`src/rtl/issue_stage.sv`:
```
// issue_stage: one-entry issue buffer with a RAW/WAW register scoreboard and ALU/MEM dispatch.
// Optional feature macro ISSUE_WB_BYPASS_EN: mask the register retiring this cycle out of the hazard check.
`default_nettype none

module issue_stage #(
  parameter int NREGS = 32,
  parameter int REGW  = 5
) (
  input  logic              clock,
  input  logic              reset,
  input  logic              id_iss_valid,
  input  logic [17:0]       id_iss_ctrl,
  input  logic [31:0]       id_iss_imedext,
  input  logic [REGW-1:0]   id_iss_regdest,
  input  logic [REGW-1:0]   id_iss_addra,
  input  logic [REGW-1:0]   id_iss_addrb,
  output logic              iss_id_stall,
  input  logic              ex_iss_alu_ready,
  input  logic              ex_iss_mem_ready,
  output logic              iss_ex_alu_valid,
  output logic              iss_ex_mem_valid,
  output logic [17:0]       iss_ex_ctrl,
  output logic [31:0]       iss_ex_imedext,
  output logic [REGW-1:0]   iss_ex_regdest,
  output logic [REGW-1:0]   iss_ex_addra,
  output logic [REGW-1:0]   iss_ex_addrb,
  input  logic              wb_iss_writereg,
  input  logic [REGW-1:0]   wb_iss_regdest,
  output logic [NREGS-1:0]  iss_hd_busy
);

  localparam int CTRL_SELIMREGB = 16;
  localparam int CTRL_READMEM   = 9;
  localparam int CTRL_WRITEMEM  = 8;
  localparam int CTRL_WRITEREG  = 6;

  logic              buf_valid_q;
  logic [17:0]       buf_ctrl_q;
  logic [31:0]       buf_imm_q;
  logic [REGW-1:0]   buf_rd_q;
  logic [REGW-1:0]   buf_ra_q;
  logic [REGW-1:0]   buf_rb_q;

  logic [NREGS-1:0]  busy_q;
  logic [NREGS-1:0]  busy_d;
  logic [NREGS-1:0]  busy_chk;
  logic [NREGS-1:0]  wb_clr_mask;

  logic              alu_valid_q;
  logic              mem_valid_q;
  logic [17:0]       ex_ctrl_q;
  logic [31:0]       ex_imm_q;
  logic [REGW-1:0]   ex_rd_q;
  logic [REGW-1:0]   ex_ra_q;
  logic [REGW-1:0]   ex_rb_q;

  logic is_mem;
  logic need_a;
  logic need_b;
  logic dest_wr;
  logic raw;
  logic waw;
  logic unit_ready;
  logic dispatch;
  logic load;

  always_comb begin
    wb_clr_mask = '0;
    if (wb_iss_writereg && (wb_iss_regdest != '0)) begin
      wb_clr_mask[wb_iss_regdest] = 1'b1;
    end
  end

`ifdef ISSUE_WB_BYPASS_EN
  // A register retiring this cycle is already free from the consumer's point of view.
  assign busy_chk = busy_q & ~wb_clr_mask;
`else
  assign busy_chk = busy_q;
`endif

  assign is_mem     = buf_ctrl_q[CTRL_READMEM] | buf_ctrl_q[CTRL_WRITEMEM];
  assign need_a     = (buf_ra_q != '0);
  // Stores read rt as data even when the immediate feeds the ALU's B input.
  assign need_b     = (buf_rb_q != '0) &&
                      (!buf_ctrl_q[CTRL_SELIMREGB] || buf_ctrl_q[CTRL_WRITEMEM]);
  assign dest_wr    = buf_ctrl_q[CTRL_WRITEREG] && (buf_rd_q != '0);
  assign raw        = (need_a && busy_chk[buf_ra_q]) || (need_b && busy_chk[buf_rb_q]);
  assign waw        = dest_wr && busy_chk[buf_rd_q];
  assign unit_ready = is_mem ? ex_iss_mem_ready : ex_iss_alu_ready;
  assign dispatch   = buf_valid_q && !raw && !waw && unit_ready;
  assign load       = !buf_valid_q || dispatch;

  assign iss_id_stall = buf_valid_q && !dispatch;

  // Clear first, then set, so a dispatch claiming a register beats a same-edge retire.
  always_comb begin
    busy_d = busy_q & ~wb_clr_mask;
    if (dispatch && dest_wr) begin
      busy_d[buf_rd_q] = 1'b1;
    end
  end

  always_ff @(posedge clock or negedge reset) begin
    if (!reset) begin
      buf_valid_q <= 1'b0;
      buf_ctrl_q  <= '0;
      buf_imm_q   <= '0;
      buf_rd_q    <= '0;
      buf_ra_q    <= '0;
      buf_rb_q    <= '0;
      busy_q      <= '0;
    end else begin
      busy_q <= busy_d;
      if (load) begin
        buf_valid_q <= id_iss_valid;
        buf_ctrl_q  <= id_iss_ctrl;
        buf_imm_q   <= id_iss_imedext;
        buf_rd_q    <= id_iss_regdest;
        buf_ra_q    <= id_iss_addra;
        buf_rb_q    <= id_iss_addrb;
      end
    end
  end

  always_ff @(posedge clock or negedge reset) begin
    if (!reset) begin
      alu_valid_q <= 1'b0;
      mem_valid_q <= 1'b0;
      ex_ctrl_q   <= '0;
      ex_imm_q    <= '0;
      ex_rd_q     <= '0;
      ex_ra_q     <= '0;
      ex_rb_q     <= '0;
    end else begin
      alu_valid_q <= dispatch && !is_mem;
      mem_valid_q <= dispatch && is_mem;
      if (dispatch) begin
        ex_ctrl_q <= buf_ctrl_q;
        ex_imm_q  <= buf_imm_q;
        ex_rd_q   <= buf_rd_q;
        ex_ra_q   <= buf_ra_q;
        ex_rb_q   <= buf_rb_q;
      end
    end
  end

  assign iss_ex_alu_valid = alu_valid_q;
  assign iss_ex_mem_valid = mem_valid_q;
  assign iss_ex_ctrl      = ex_ctrl_q;
  assign iss_ex_imedext   = ex_imm_q;
  assign iss_ex_regdest   = ex_rd_q;
  assign iss_ex_addra     = ex_ra_q;
  assign iss_ex_addrb     = ex_rb_q;
  assign iss_hd_busy      = busy_q;

endmodule

`default_nettype wire

```
`config.mk`:
```
export PLATFORM = sky130hd
export DESIGN_NAME = issue_stage
export DESIGN_NICKNAME = d
export VERILOG_FILES = /design/src/rtl/issue_stage.sv
export SDC_FILE = /design/constraint.sdc
export NUM_CORES = 1
export LEC_CHECK = 0
export ABC_AREA = 1
export BUFFER_PORTS_ARGS = -buffer_cell sky130_fd_sc_hd__buf_2
export CORE_AREA = 2 2 129 256
export CTS_CLUSTER_DIAMETER = 200
export CTS_CLUSTER_SIZE = 28
export DETAILED_ROUTE_END_ITERATION = 10
export DIE_AREA = 0 0 131 258
export GPL_ROUTABILITY_DRIVEN = 0
export PLACE_DENSITY = 0.46
export REMOVE_ABC_BUFFERS = 1
export SYNTH_ARGS = -nofsm -noshare
export SYNTH_HDL_FRONTEND = slang
export SYNTH_SLANG_ARGS = --single-unit
```
`constraint.sdc`:
```
create_clock -name clock -period 2.7 [get_ports clock]
set_clock_uncertainty 0.1 [all_clocks]
set_input_delay 0.405 -clock clock [delete_from_list [all_inputs] [get_ports clock]]
set_output_delay 0.405 -clock clock [all_outputs]
set_load 0.05 [all_outputs]
```
Word level (Yosys, flattened, before mapping)
Index checks and enable logic that the tools add are counted.
{"block": "op_classes", "mux": 13, "n_reduce_logical": 28, "magnitude_cmp": 6, "bitwise_logic": 4}
{"operator": "$mux W32", "count": 2}
{"operator": "$and A32 B32 Y32", "count": 1}
{"operator": "$not A32 Y32", "count": 1}
{"operator": "$or A32 B32 Y32", "count": 1}
{"operator": "$lt A5 B6 Y1 const B", "count": 4}
{"operator": "$reduce_bool A5 Y1", "count": 4}
{"operator": "$bmux W1 S5", "count": 3}
{"operator": "$logic_and A1 B1 Y1", "count": 15}
{"operator": "$demux W1 S5", "count": 2}
{"operator": "$ge A5 B1 Y1 const B", "count": 2}
{"operator": "$logic_not A1 Y1", "count": 6}
{"operator": "$mux W1", "count": 6}
{"operator": "$logic_or A1 B1 Y1", "count": 3}
{"operator": "$or A1 B1 Y1", "count": 1}
{"block": "word_totals", "reg_bits": 165}

Longest topological paths before layout
{"block": "logic_depth", "ltp_word": 11, "mapped_depth": 19}

Worst setup path before layout
OpenSTA, ideal clock, no wires.
{"block": "synth_path", "path_kind": "flip-flop to output port", "start": "reg busy_q[0], in the netlist iss_hd_busy[0]", "end": "out iss_id_stall", "slack_ns": 0.119, "n_path_buf": 2, "stages_incl_launch_ff": 17, "arrival_ns": 2.076, "t_required_ns": 2.195, "path_cell_list": "dfrtp_1 -> inv_1 -> o21ai_0 -> nand2_1 -> nand2_1 -> nand2_1 -> nand2_1 -> clkinv_1 -> nand2_1 -> nand2_1 -> nand2_1 -> nor2_1 -> nand2_1 -> nand2_2 -> buf_6 -> buf_4 -> inv_1"}
{"block": "synth_via", "elab_chain_len": 10, "word_cells_on_any_way": 17, "classes_between": "6 x mux; 11 x reduce/logical"}
{"element": "start, declared", "line": "44", "source": "logic [NREGS-1:0] busy_q;"}
{"element": "start signal, assigned", "line": "113", "source": "busy_q <= busy_d;"}
{"element": "$bmux W1 S5", "line": "87", "source": "assign raw = (need_a && busy_chk[buf_ra_q]) || (need_b && busy_chk[buf_rb_q]);"}
{"element": "$mux W1 (not written as such)", "line": "87"}
{"element": "$logic_and A1 B1 Y1", "line": "87"}
{"element": "$logic_or A1 B1 Y1", "line": "87"}
{"element": "$logic_not A1 Y1", "line": "90", "source": "assign dispatch = buf_valid_q && !raw && !waw && unit_ready;"}
{"element": "$logic_and A1 B1 Y1", "line": "90"}
{"element": "$logic_and A1 B1 Y1 * (2 in series)", "line": "90"}
{"element": "$logic_not A1 Y1 *", "line": "93", "source": "assign iss_id_stall = buf_valid_q && !dispatch;"}
{"element": "$logic_and A1 B1 Y1 *", "line": "93"}
{"element": "end, declared", "line": "17", "source": "output logic iss_id_stall,"}
Every way passes the cells marked *; elsewhere a longest branch is shown, timed or not. The select of a mux whose other input is x is not followed.

Final worst setup path
{"block": "layout_path", "start": "reg buf_rd_q[2]", "end": "out iss_id_stall"}
{"block": "layout_via", "elab_chain_len": 8, "word_cells_on_any_way": 10, "classes_between": "2 x mux; 8 x reduce/logical"}
{"element": "start, declared", "line": "40", "source": "logic [REGW-1:0] buf_rd_q;"}
{"element": "start signal, assigned", "line": "118", "source": "buf_rd_q <= id_iss_regdest;"}
{"element": "$bmux W1 S5 or $reduce_bool A5 Y1 (tied branches)", "line": "88, 86"}
{"element": "$mux W1 (not written as such) or $logic_and A1 B1 Y1 (tied branches)", "line": "88, 86"}
{"element": "$logic_and A1 B1 Y1 *", "line": "88", "source": "assign waw = dest_wr && busy_chk[buf_rd_q];"}
{"element": "$logic_not A1 Y1 *", "line": "90"}
{"element": "$logic_and A1 B1 Y1 * (2 in series)", "line": "90"}
{"element": "$logic_not A1 Y1 *", "line": "93"}
{"element": "$logic_and A1 B1 Y1 *", "line": "93"}
Marks and branches as above.

==> impl_metrics.toml <==
[status]
status = "complete, but fails checks"
violations = "negative setup slack"

[timing]
setup_viol = 1
relSlewSlack = 0.444
drv_slew = 0
hold_violations = 0
tightest_slew_ns = 0.835
period_needed_ns = 2.72
rsz0062_at_grt = "yes"
fmax_mhz = 367
final.setup.worst_slack_ns = -0.0238
fin_crit_sh = 1.01

[route]
routed_wl_um = 29100
antenna_left = 0
first_pass_iters = 6
wire_per_inst_um = 18.0
routed-wl-met3_um = 1300
drc_errors = 0
drt_first_iter_violations = 454
num_vias = 7487
drt-met1-wl_um = 10300
vias_per_cell = 4.62
maxUsedRoutingLayer = "met5"
met2_length_um = 15900

[clock_network]
root_buffer = "clkbuf_16"
clk_latency_ns = 0.45
cts_made_buffers = 17
clock-sinks = 165
clkSlewWorstSetupHoldPaths_ns = 0.07
cts_tree = "built"
clk_path_buf_depth = 2
h-tree-depth = 4

[floorplan]
die-area_um2 = 33800
fp.dieH_um = 258
die_w_um = 131
pin_count = 176
start_util = 0.245
row_count = 93
coreArea_um2 = 32000

[layout]
stdcell_area_um2 = 9860
synthToLayoutAreaGrowth_pct = 26.0
drive_gt1_frac = 0.212
fill_cells = 3531
finalCoreUtilization = 0.308
final_nets = 1254

[worst_hold_path]
hold_class = "input pin to flop"
hp-start = "id_iss_imedext[1]"
hold_depth = 3
min_to = "buf_imm_q[1]$_DFFE_PN0P_"

[placement]
portBuffers = 175
dp_hpwl_um = 20000
placed_area_um2 = 9180

[critical_path]
arrival_ns = 2.22
crit_fanout = 6
start_kind = "flop"
critPathKind = "flop to primary output"
reg2reg_depth = 13
reg2reg_slack_ns = 0.02
endpoint_kind = "primary output"
r2r-end = "iss_ex_regdest[0]$_DFFE_PN0P_"
r2r-start = "buf_rd_q[2]$_DFFE_PN0P_"
required_ns = 2.19

[job]
drv_cap = 0

[synthesis]
syn-cell-area_um2 = 7830
synth.area.top_cells = "dfrtp_1 (53%), nand2_1 (20%), nand3_1 (8.8%), o21ai_0 (3.8%), nor2_1 (3.2%)"
yosysTopAreaCell = "dfrtp_1"
avgSynthCellArea_um2 = 7.65
ys_types = 22
synth-seq-area-share = 0.527
ys_ff_latch = 165
syn_inst = 1024
yosysTopAreaCellShare = 0.527
yosys_warnings = 0

[global_route]
antenna_found_initial = 6
grt_usage = 0.177
gr-total-overflow = 0
first_global_vias = 7597
grt_max_degree = 147
grt_first_pass_wirelength_um = 44100
==> sequential cells by signal, summed over array words and instances, names as in the netlist <==
signal            cells
iss_hd_busy          32
buf_ctrl_q           18
iss_ex_addra          5
iss_ex_addrb          5
buf_imm_q            32
buf_ra_q              5
iss_ex_regdest        5
iss_ex_ctrl          18
buf_valid_q           1
buf_rb_q              5
iss_ex_mem_valid      1
buf_rd_q              5
iss_ex_alu_valid      1
iss_ex_imedext       32
==> synthesized netlist by cell type <==
cell,instances
nand3_1,138
o211ai_1,5
nor3_1,8
nand2_1,409
buf_4,4
inv_1,38
a21oi_1,13
inv_2,4
clkbuf_1,16
o22ai_1,1
o21a_1,1
o21ai_1,17
a31oi_1,1
dfrtp_1,165
buf_6,1
nand2_2,1
buf_2,41
nor2_1,66
nand4_1,31
buf_1,4
o21ai_0,59
clkinv_1,1
==> worst max-delay path, cell delays in order, from the launching register on <==
cell     delay, ns
dfrtp_1       0.48
inv_1         0.16
nor3_1        0.28
nand2_1       0.09
nand2_1       0.08
nor2_1        0.05
nand2_1       0.07
nand2_2       0.07
nand2_2       0.09
nor2_4        0.05
nand2_4       0.09
nand2_4       0.07
inv_2         0.06
buf_6         0.15
==> metrics by stage <==
| step | hold slack (ns) | TNS (ns) | setup WS [ns] | instances |
|---|---|---|---|---|
| 5_1_grt | 0.0238 | -1.58 | -0.236 | 1620 |
| 4_1_cts | 0.00841 | -0.0874 | -0.0874 | 1614 |
| 3_3_place_gp | 0.251 | 0 | 0.00192 | 1581 |
| 6_report | 0.0409 | -0.0238 | -0.0238 | 1621 |
| 2_1_floorplan | 0.00941 | -847.54 | -7.09 | 958 |
| 3_5_place_dp | 0.256 | 0 | 0.0348 | 1581 |
==> placed cells by master, fill, tap and decap left out, types with 3 or more instances in the layout <==
master / netlist / layout
clkinvlp_4: 0 / 3
inv_1: 38 / 37
diode_2: 0 / 3
dfrtp_2: 0 / 3
o211ai_1: 5 / 5
buf_12: 0 / 6
o21ai_0: 59 / 56
nor3_2: 0 / 6
buf_4: 4 / 15
buf_2: 41 / 173
buf_6: 1 / 4
inv_2: 4 / 5
a21oi_1: 13 / 13
nand2_4: 0 / 3
inv_6: 0 / 5
nand2_2: 1 / 3
dfrtp_1: 165 / 162
nand4_1: 31 / 31
nand3_1: 138 / 138
clkbuf_16: 0 / 18
o21ai_1: 17 / 20
nor2_1: 66 / 64
nand2_1: 409 / 404
==> routing by layer <==
layer  GRT usage  vias to the layer above
met4       0.109                        6
met1       0.175                     3532
met2       0.322                      239
li1            -                     3634
met5           0                        -
met3      0.0410                       76
==> worst max path at each step <==
stage / slack (ns) / endpoint / from / cells past startpoint
2_1_floorplan: -7.09 / iss_id_stall / buf_valid_q$_DFFE_PN0P_ / 7
3_3_place_gp: 0.002 / iss_ex_regdest[0]$_DFFE_PN0P_ / buf_rb_q[1]$_DFFE_PN0P_ / 11
3_5_place_dp: 0.03 / iss_ex_regdest[0]$_DFFE_PN0P_ / buf_rd_q[3]$_DFFE_PN0P_ / 13
4_1_cts: -0.09 / iss_id_stall / buf_rd_q[0]$_DFFE_PN0P_ / 16
5_1_grt: -0.24 / iss_id_stall / buf_rb_q[0]$_DFFE_PN0P_ / 12
6_report: -0.02 / iss_id_stall / buf_rd_q[2]$_DFFE_PN0P_ / 13
==> repair_timing <==
action                                  in CTS  in global routing
hold buffers                                 1                  0
pin swaps                                    1                  2
setup buffers                                0                  3
gates resized for setup                     15                  8
hold endpoints to repair                    39                  0
gates cloned                                 0                  1
endpoints found under the setup margin       1                 78
==> logic make-up after synthesis <==
| family | Yosys count | synth area share |
|---|---|---|
| AOI/OAI and AO/OA | 97 | 0.0642 |
| buffers and inverters | 109 | 0.0617 |
| DFF | 165 | 0.527 |
| and+or+nand+nor | 653 | 0.347 |
==> cell type report <==
cell class / instances / area [µm²] / area share
sequential: 165 / 4130 / 0.419
tap: 427 / 534 / 0.0542
antenna: 3 / 7.51 / 0.000761
clock inverter: 12 / 93.8 / 0.00951
clock buffer: 20 / 457 / 0.0463
inverter: 43 / 161 / 0.0164
multi-input combinational: 750 / 3280 / 0.333
timing repair buffer: 201 / 1190 / 0.121
Power is left out: the tool's default activity adds up to more than one toggle a clock period on the data nets, which glitch-free logic cannot reach.
